[config.mk]
export PLATFORM = sky130hd
export DESIGN_NAME = mdio_responder
export DESIGN_NICKNAME = d
export VERILOG_FILES = /design/src/rtl/mdio_pkg.sv /design/src/rtl/mdio_sync_edge.sv /design/src/rtl/mdio_responder.sv
export SDC_FILE = /design/constraint.sdc
export NUM_CORES = 1
export LEC_CHECK = 0
export ABC_AREA = 1
export ABC_CLOCK_PERIOD_IN_PS = 3500
export CAP_MARGIN = 20
export CELL_PAD_IN_SITES_DETAIL_PLACEMENT = 0
export CELL_PAD_IN_SITES_GLOBAL_PLACEMENT = 2
export CORE_UTILIZATION = 34
export DETAILED_ROUTE_END_ITERATION = 16
export PLACE_DENSITY_LB_ADDON = 0.12
export SLEW_MARGIN = 5
export SYNTH_ARGS = -nofsm -noshare
export SYNTH_HDL_FRONTEND = slang
export SYNTH_SLANG_ARGS = --single-unit
[constraint.sdc]
create_clock -name clk -period 3.5 [get_ports clk]
set_clock_uncertainty 0.05 [all_clocks]
set_input_delay 0.525 -clock clk [delete_from_list [all_inputs] [get_ports clk]]
set_output_delay 0.525 -clock clk [all_outputs]
set_load 0.02 [all_outputs]
[src/rtl/mdio_pkg.sv]
// mdio_pkg: shared constants, field widths and FSM state type for the MDIO responder
package mdio_pkg;

    localparam int FIELD_W = 5;
    localparam int DATA_W  = 16;

    localparam logic [1:0] ST    = 2'b01;
    localparam logic [1:0] OP_RD = 2'b10;
    localparam logic [1:0] OP_WR = 2'b01;
    localparam logic [1:0] TA_WR = 2'b10;

    typedef enum logic [2:0] {
        IDLE,
        START,
        OP,
        PHYAD,
        REGAD,
        TA,
        RDATA,
        WDATA
    } mdio_state_e;

endpackage

[src/rtl/mdio_sync_edge.sv]
// mdio_sync_edge: two-flop synchronizers for MDC/MDIO plus a registered MDC rising-edge detect
module mdio_sync_edge (
    input  logic clk,
    input  logic rst,
    input  logic mdc,
    input  logic mdio_i,
    output logic mdc_rise,
    output logic mdio_s
);

    logic [1:0] mdc_q;
    logic [1:0] mdio_q;
    logic       mdc_prev_q;
    logic       rise_q;
    logic       bit_q;

    // synchronize both pins; the MDIO bit is delayed one extra flop so it lines up with the edge pulse
    always_ff @(posedge clk or posedge rst) begin
        if (rst) begin
            mdc_q      <= 2'b00;
            mdio_q     <= 2'b11;
            mdc_prev_q <= 1'b0;
            rise_q     <= 1'b0;
            bit_q      <= 1'b1;
        end else begin
            mdc_q      <= {mdc_q[0], mdc};
            mdio_q     <= {mdio_q[0], mdio_i};
            mdc_prev_q <= mdc_q[1];
            rise_q     <= mdc_q[1] & ~mdc_prev_q;
            bit_q      <= mdio_q[1];
        end
    end

    assign mdc_rise = rise_q;
    assign mdio_s   = bit_q;

endmodule

[src/rtl/mdio_responder.sv]
// mdio_responder: Clause 22 MDIO slave exposing a 32x16 register port to an external station manager
module mdio_responder
    import mdio_pkg::*;
#(
    parameter logic [FIELD_W-1:0] PHY_ADDR = 5'd1,
    parameter int                 PRE_BITS = 32
) (
    input  logic               clk,
    input  logic               rst,
    input  logic               mdc,
    input  logic               mdio_i,
    output logic               mdio_o,
    output logic               mdio_oe,
    output logic [FIELD_W-1:0] reg_addr,
    output logic               reg_re,
    input  logic [DATA_W-1:0]  reg_rdata,
    output logic               reg_we,
    output logic [DATA_W-1:0]  reg_wdata,
    output logic               frame_err
);

    localparam logic [5:0] PRE_N    = 6'(PRE_BITS);
    localparam logic [3:0] FIELD_LS = 4'(FIELD_W - 1);
    localparam logic [3:0] DATA_LS  = 4'(DATA_W - 1);

    logic               mdc_rise;
    logic               bit_s;
    mdio_state_e        state_q, state_d;
    logic [3:0]         cnt_q, cnt_d;
    logic [5:0]         pre_q, pre_d;
    logic [DATA_W-1:0]  sh_q, sh_d, sh_in;
    logic               rd_q, rd_d;
    logic               oe_q, oe_d;
    logic               o_q, o_d;
    logic               re_q, re_d;
    logic               we_q, we_d;
    logic               err_q, err_d;
    logic [FIELD_W-1:0] addr_q, addr_d;
    logic [DATA_W-1:0]  wdata_q, wdata_d;
    logic [1:0]         cap_q, cap_d;

    mdio_sync_edge u_sync (
        .clk      (clk),
        .rst      (rst),
        .mdc      (mdc),
        .mdio_i   (mdio_i),
        .mdc_rise (mdc_rise),
        .mdio_s   (bit_s)
    );

    assign sh_in = {sh_q[DATA_W-2:0], bit_s};

    // state and datapath registers; reset drops the pad driver immediately
    always_ff @(posedge clk or posedge rst) begin
        if (rst) begin
            state_q <= IDLE;
            cnt_q   <= '0;
            pre_q   <= '0;
            sh_q    <= '0;
            rd_q    <= 1'b0;
            oe_q    <= 1'b0;
            o_q     <= 1'b1;
            re_q    <= 1'b0;
            we_q    <= 1'b0;
            err_q   <= 1'b0;
            addr_q  <= '0;
            wdata_q <= '0;
            cap_q   <= '0;
        end else begin
            state_q <= state_d;
            cnt_q   <= cnt_d;
            pre_q   <= pre_d;
            sh_q    <= sh_d;
            rd_q    <= rd_d;
            oe_q    <= oe_d;
            o_q     <= o_d;
            re_q    <= re_d;
            we_q    <= we_d;
            err_q   <= err_d;
            addr_q  <= addr_d;
            wdata_q <= wdata_d;
            cap_q   <= cap_d;
        end
    end

    // frame decoder: every field advances only on a detected MDC rise; read data lands two clk after reg_re
    always_comb begin
        state_d = state_q;
        cnt_d   = cnt_q;
        pre_d   = pre_q;
        sh_d    = cap_q[1] ? reg_rdata : sh_q;
        rd_d    = rd_q;
        oe_d    = oe_q;
        o_d     = o_q;
        re_d    = 1'b0;
        we_d    = 1'b0;
        err_d   = 1'b0;
        addr_d  = addr_q;
        wdata_d = wdata_q;
        cap_d   = {cap_q[0], re_q};
        if (mdc_rise) begin
            case (state_q)
                IDLE: begin
                    pre_d = bit_s ? ((pre_q < PRE_N) ? pre_q + 6'd1 : pre_q) : 6'd0;
                    state_d = (!bit_s && pre_q >= PRE_N) ? START : IDLE;
                end
                START: begin
                    cnt_d   = '0;
                    state_d = (bit_s == ST[0]) ? OP : IDLE;
                end
                OP: begin
                    sh_d  = sh_in;
                    cnt_d = (cnt_q == 4'd0) ? 4'd1 : 4'd0;
                    if (cnt_q != 4'd0) begin
                        rd_d    = (sh_in[1:0] == OP_RD);
                        state_d = (sh_in[1:0] == OP_RD || sh_in[1:0] == OP_WR) ? PHYAD : IDLE;
                    end
                end
                PHYAD: begin
                    sh_d  = sh_in;
                    cnt_d = (cnt_q == FIELD_LS) ? 4'd0 : cnt_q + 4'd1;
                    if (cnt_q == FIELD_LS)
                        state_d = (sh_in[FIELD_W-1:0] == PHY_ADDR) ? REGAD : IDLE;
                end
                REGAD: begin
                    sh_d  = sh_in;
                    cnt_d = (cnt_q == FIELD_LS) ? 4'd0 : cnt_q + 4'd1;
                    if (cnt_q == FIELD_LS) begin
                        addr_d  = sh_in[FIELD_W-1:0];
                        re_d    = rd_q;
                        state_d = TA;
                    end
                end
                TA: begin
                    if (rd_q) begin
                        cnt_d = (cnt_q == 4'd0) ? 4'd1 : 4'd0;
                        if (cnt_q == 4'd0) begin
                            oe_d = 1'b1;
                            o_d  = 1'b0;
                        end else begin
                            o_d     = sh_q[DATA_W-1];
                            sh_d    = {sh_q[DATA_W-2:0], 1'b0};
                            state_d = RDATA;
                        end
                    end else begin
                        err_d   = (bit_s != TA_WR[cnt_q == 4'd0 ? 1 : 0]);
                        cnt_d   = (cnt_q == 4'd0) ? 4'd1 : 4'd0;
                        state_d = (bit_s != TA_WR[cnt_q == 4'd0 ? 1 : 0]) ? IDLE :
                                  (cnt_q == 4'd0) ? TA : WDATA;
                        cnt_d   = (state_d == TA) ? 4'd1 : 4'd0;
                    end
                end
                RDATA: begin
                    cnt_d = (cnt_q == DATA_LS) ? 4'd0 : cnt_q + 4'd1;
                    if (cnt_q == DATA_LS) begin
                        oe_d    = 1'b0;
                        o_d     = 1'b1;
                        state_d = IDLE;
                    end else begin
                        o_d  = sh_q[DATA_W-1];
                        sh_d = {sh_q[DATA_W-2:0], 1'b0};
                    end
                end
                WDATA: begin
                    sh_d  = sh_in;
                    cnt_d = (cnt_q == DATA_LS) ? 4'd0 : cnt_q + 4'd1;
                    if (cnt_q == DATA_LS) begin
                        wdata_d = sh_in;
                        we_d    = 1'b1;
                        state_d = IDLE;
                    end
                end
                default: state_d = IDLE;
            endcase
            if (state_q != IDLE) pre_d = 6'd0;
        end
    end

    assign mdio_o    = o_q;
    assign mdio_oe   = oe_q;
    assign reg_addr  = addr_q;
    assign reg_re    = re_q;
    assign reg_we    = we_q;
    assign reg_wdata = wdata_q;
    assign frame_err = err_q;

endmodule

==> results of run 1 <==
## Yosys cell counts (5+ instances only)
master and instances:
nand2_1 127, clkbuf_1 7, nor2_1 38, a21oi_1 8, nand3_1 13, dfrtp_1 61
o21ai_0 47, ha_1 6, nand4_1 5, inv_1 40, nor3_1 5
## report_power, final
| group | leakage (nW) | switching [mW] | internal, mW |
|---|---|---|---|
| logic | 1.02 | 0.0426 | 0.0338 |
| registers | 0.797 | 0.0112 | 0.769 |
| clock network | 0.107 | 0.283 | 0.387 |
| total | 1.92 | 0.337 | 1.19 |
## registers in the layout, summed over array words and instances (netlist names)
name / flops
u_sync.mdc_prev_q: 1
u_sync.mdio_q: 2
state_q: 3
mdio_oe: 1
u_sync.mdio_s: 1
reg_re: 1
mdio_o: 1
u_sync.mdc_rise: 1
frame_err: 1
cap_q: 2
reg_addr: 5
rd_q: 1
pre_q: 6
cnt_q: 4
reg_we: 1
sh_q: 16
reg_wdata: 16
u_sync.mdc_q: 2
## worst register-to-register path, cell delays in order, from the launching register on
cell      delay [ns]
dfrtp_1         0.42
inv_1           0.09
ha_1            0.19
nand3_2         0.20
ha_1            0.37
nor2_1          0.05
o211ai_1        0.15
nand3_1         0.10
nand2_1         0.08
nand2_1         0.05
## cell families (layout without fill, tap and decap cells)
logic type / Yosys count / after routing / synth area share
simple gates: 194 / 194 / 0.262
buf+inv: 55 / 108 / 0.0739
mux: 1 / 1 / 0.00367
flops: 65 / 65 / 0.532
fa+ha+maj: 6 / 6 / 0.0245
compound gates: 61 / 61 / 0.104
## per-layer routing
layer / part of all wire / GRT usage / vias to the layer above
met5: 0 / 0 / -
met4: 0.014 / 0.0666 / 0
met3: 0.026 / 0.0347 / 9
met2: 0.43 / 0.252 / 35
met1: 0.53 / 0.246 / 1204
li1: - / - / 1303
## how the worst max path moves through the flow
stage                       to  depth (start not counted)      from  slack (ns)
CTS                     mdio_o                          1    mdio_o        1.44
global route            mdio_o                          1    mdio_o        1.40
finish                  mdio_o                          1    mdio_o        1.46
floorplan             cap_q[0]                          1       rst        1.31
detailed placement  state_q[0]                          9  cnt_q[0]        1.68
global placement    state_q[0]                          9  cnt_q[0]        1.68
## cell type report
| class | count | area, um2 | area share |
|---|---|---|---|
| clock buffers | 14 | 173 | 0.0452 |
| clock inverters | 2 | 35.0 | 0.00917 |
| multi-input cells | 262 | 1210 | 0.316 |
| flip-flops and latches | 65 | 1630 | 0.427 |
| inverters | 44 | 165 | 0.0432 |
| repair buffers | 48 | 473 | 0.124 |
| well taps | 108 | 135 | 0.0354 |
==> flow_metrics.tcl, run 1 <==
set metrics [dict create \
    status "complete, no violations" \
    ys_seq_elements 65 \
    cts_tree "built" \
    grt_pass1_vias 2546 \
    cpPeakStageDelay_ns 0.60 \
    finalWorstSetupSlack_ns 1.46 \
    drt-initial-drc-count 112 \
    synth_cell_type_count 28 \
    worst_ep_required_time_ns 2.92 \
    synth.avg_cell_area_um2 8.02 \
    hold_end "cap_q[1]" \
    hold_path_class "reg2reg" \
    die_h_um 97.0 \
    clk_pin_slew_worst_paths_ns 0.07 \
    whs_ns 0.303 \
    cap_violations 0 \
    setup_tns_ns 0 \
    grt_pass1_wl_mm 12.7 \
    yosys-top-cells-area "dfrtp_1 50%, nand2_1 16%, o21ai_0 7.7%" \
    dieArea_um2 9400 \
    chipWidth_um 97.0 \
    clk_latency_ns 0.33 \
    critPathBufInv 1 \
    cpMaxStageDelayCell "clkdlybuf4s50_1" \
    final_nets 456 \
    dpl_worst_slack_ns 1.68 \
    crit_family "buffers and inverters" \
    core.rowCount 34 \
    rsz0062_at_grt "false" \
    fin_crit_ns 2.04 \
    r2r-end "state_q[0]" \
    setup_viol 0 \
    critPathCaptureType "output port" \
    placed_area_um2 3610 \
    ys_warn_count 0 \
    final_cell_mix "127 x nand2_1, 61 x dfrtp_1, 47 x o21ai_0" \
    n_fill_cell 930 \
    crit_type "reg2out" \
    dr_total_vias 2551 \
    cts_buffers 9 \
    grt_usage 0.171 \
    netlist_area_um2 3070 \
    postSynth.asyncResetShare 1.00 \
    antenna_cells 0 \
    crit_chain "clkdlybuf4s50_1" \
    netlist.area_leader.share 0.498 \
    layout-area-overhead-vs-synth_pct 24.6 \
    drt_pass1_iterations 4 \
    synth_nets 408 \
    synth_flop_cell "dfrtp_1" \
    r2r_slack_ns 1.65 \
    worstHoldPathCells 0 \
    post-cts-setup-buffers 0 \
    layout_commonest_cell "nand2_1" \
    fmax_mhz 490 \
    startpoint_type "flip-flop" \
    post_cts_resized 0 \
    grt_remaining_overflow 0 \
    gp_congestion 0.807 \
    synth_cells 382 \
    fin_util 0.438 \
    antenna_found_initial 0 \
    synth_edf_count 0 \
    h-tree-depth 3 \
    total_power_mw 1.53 \
    min_from "cap_q[0]" \
    synth_area_leader_cell "dfrtp_1" \
    worst_pin_slew_ns 0.948 \
    cp.arrival_ns 1.46 \
    io_pins 46 \
    cts_sinks 65 \
    dp_hpwl_mm 5.20 \
    routed_via_density 4.70 \
    timing.rr.start "cnt_q[0]" \
    ff2ff_path_depth 9 \
    ys_seq_area_frac 0.532 \
    initial_utilization 0.352 \
    power_density_nw_per_um2 400 \
    leakagePower_nw 1.92 \
    finalInstanceArea_um2 3820 \
    slew_violations 0 \
    wl_per_cell_um 13.6 \
    path_max_fanout 2 \
    grt_max_degree 34 \
    drtAntennaViolNets 0 \
    drc_errors 0 \
    period_share 0.582 \
    instances_no_fill 543 \
    drt_wl_total_mm 7.39 \
    peakVddDrop_mv 0.211 \
    place_inst 527 \
    drive_gt1_frac 0.0759 \
    cts_hold_buf 0 \
    port_buffers 45 \
    cts_buffer_depth 2 \
    hold_viol 0 \
    fp.coreArea_um2 8720 \
    relSlewSlack 0.368 \
    clock-root-buffer "clkbuf_8" \
]
Power figures use the tool's default switching activity.
==> run 2: changes to the inputs <==
--- a/config.mk
+++ b/config.mk
@@ -6,11 +6,11 @@
 export NUM_CORES = 1
 export LEC_CHECK = 0
 export ABC_AREA = 1
-export ABC_CLOCK_PERIOD_IN_PS = 3500
+export ABC_CLOCK_PERIOD_IN_PS = 1700
 export CAP_MARGIN = 20
 export CELL_PAD_IN_SITES_DETAIL_PLACEMENT = 0
 export CELL_PAD_IN_SITES_GLOBAL_PLACEMENT = 2
-export CORE_UTILIZATION = 34
+export CORE_UTILIZATION = 28
 export DETAILED_ROUTE_END_ITERATION = 16
 export PLACE_DENSITY_LB_ADDON = 0.12
 export SLEW_MARGIN = 5
==> constraint.sdc (replaced) <==
create_clock -name clk -period 1.7 [get_ports clk]
set_clock_uncertainty 0.05 [all_clocks]
set_input_delay 0.255 -clock clk [delete_from_list [all_inputs] [get_ports clk]]
set_output_delay 0.255 -clock clk [all_outputs]
set_load 0.02 [all_outputs]
==> run 2 against run 1 <==
  * Total power is 110% higher
  * First-iteration DRC count is 23% lower
  * Wire length is 9.5% higher
  * Design area is 6.3% higher
  * Hold slack worse by 0.021 ns
  * Clock-buffer cell count stayed put
  * Critical endpoint is now reg_wdata[15]
  * Highest routed layer unchanged
==> flow_metrics.tcl, run 2 (synthesized netlist as in run 1, its figures left out) <==
set metrics [dict create \
    status "complete, no violations" \
    layout_commonest_cell "nand2_1" \
    ff2ff_path_depth 9 \
    cts_tree "built" \
    crit_type "reg2out" \
    critical_path_depth 1 \
    cts_hold_buf 0 \
    dr_total_vias 2601 \
    worst_ep_required_time_ns 1.39 \
    layout-area-overhead-vs-synth_pct 32.4 \
    r2r-end "state_q[0]" \
    wl_per_cell_um 13.9 \
    drt_pass1_iterations 4 \
    grt_usage 0.149 \
    fin_crit_ns 1.63 \
    cts_buffer_depth 2 \
    total_power_mw 3.18 \
    place_inst 565 \
    cp.arrival_ns 1.33 \
    startpoint_type "flip-flop" \
    critPathCaptureType "output port" \
    hold_viol 0 \
    drt_wl_total_mm 8.09 \
    instances_no_fill 583 \
    grt_pass1_vias 2556 \
    finalInstanceArea_um2 4060 \
    rsz0062_at_grt "true" \
    r2r_slack_ns 0.08 \
    drive_gt1_frac 0.125 \
    clk_pin_slew_worst_paths_ns 0.08 \
    power_density_nw_per_um2 783 \
    crit_end "reg_wdata[15]" \
    slew_violations 0 \
    dpl_worst_slack_ns 0.0110 \
    io_pins 46 \
    initial_utilization 0.293 \
    cpPeakStageDelay_ns 0.61 \
    antenna_found_initial 0 \
    peakVddDrop_mv 0.365 \
    cts_buffers 9 \
    port_buffers 45 \
    relSlewSlack 0.752 \
    n_fill_cell 1105 \
    grt_pass1_wl_mm 12.9 \
    drt-initial-drc-count 86 \
    grt_max_degree 66 \
    drtAntennaViolNets 0 \
    finalWorstSetupSlack_ns 0.0691 \
    critPathLaunch "reg_wdata[15]" \
    cap_violations 0 \
    leakagePower_nw 2.03 \
    placed_area_um2 3760 \
    gp_congestion 0.881 \
    worst_pin_slew_ns 0.372 \
    grt_remaining_overflow 0 \
    dieArea_um2 11400 \
    cts_sinks 65 \
    chipWidth_um 107 \
    dp_hpwl_mm 5.31 \
    drc_errors 0 \
    hold_path_class "in2reg" \
    crit_chain "clkdlybuf4s50_1" \
    fmax_mhz 613 \
    die_h_um 107 \
    path_max_fanout 2 \
    fp.coreArea_um2 10500 \
    clk_latency_ns 0.33 \
    clock-root-buffer "clkbuf_8" \
    routed_via_density 4.46 \
    setup_viol 0 \
    critPathBufInv 1 \
    timing.rr.start "cnt_q[0]" \
    antenna_cells 0 \
    final_cell_mix "125 x nand2_1, 61 x dfrtp_1, 47 x o21ai_0" \
    core.rowCount 37 \
    crit_family "buffers and inverters" \
    period_share 0.959 \
    cpMaxStageDelayCell "clkdlybuf4s50_1" \
    final_nets 468 \
    h-tree-depth 3 \
]
==> run 2: cell type report <==
class	instances	area [um2]	share of cell area
Clock buffer	14	173	0.0425
Inverter	44	169	0.0416
Timing Repair Buffer	59	592	0.146
Tap cell	136	170	0.0419
Multi-Input combinational cell	263	1290	0.317
Sequential cell	65	1630	0.402
Clock inverter	2	37.5	0.00925
==> run 2: worst min path at each step <==
| stage | start | cells past startpoint | end | slack (ns) |
|---|---|---|---|---|
| 6_report | mdio_i | 1 | u_sync.mdio_q[0] | 0.28 |
| 5_1_grt | mdio_i | 1 | u_sync.mdio_q[0] | 0.25 |
| 4_1_cts | mdio_i | 1 | u_sync.mdio_q[0] | 0.26 |
| 3_5_place_dp | u_sync.mdc_q[0] | 0 | u_sync.mdc_q[1] | 0.29 |
| 3_3_place_gp | u_sync.mdc_q[0] | 0 | u_sync.mdc_q[1] | 0.28 |
| 2_1_floorplan | mdio_i | 0 | u_sync.mdio_q[0] | 0.21 |
==> run 2: power by group <==
part | switching [mW] | total (mW) | internal, mW | leakage (nW)
Combinational | 0.0965 | 0.175 | 0.0782 | 1.13
Sequential | 0.0207 | 1.60 | 1.58 | 0.797
Clock | 0.600 | 1.40 | 0.800 | 0.103
Total | 0.717 | 3.18 | 2.46 | 2.03
==> run 2: repair_timing <==
action	4_1_cts	5_1_grt
cloned	0	1
resized for setup	1	15
setup endpoints to repair	2	24
hold endpoints to repair	0	0
setup buffers	1	0
==> run 2: routing by layer <==
metal  vias to the layer above  global-route usage  routed length (um)  part of all wire
met1                      1219               0.213                4030              0.50
met3                         7              0.0310                 316             0.039
met5                         -                   0                   0                 0
met2                        47               0.219                3620              0.45
li1                       1328                   -                   -                 -
met4                         0              0.0568                 112             0.014
==> run 2: metrics by stage <==
stage / setup TNS [ns] / hold slack [ns] / utilization
final: 0 / 0.282 / 0.388
after global routing: -0.0209 / 0.252 / 0.388
after CTS: 0 / 0.262 / 0.380
after detailed placement: 0 / 0.287 / 0.360
after global placement: 0 / 0.283 / 0.360
after floorplan: 0 / 0.209 / -
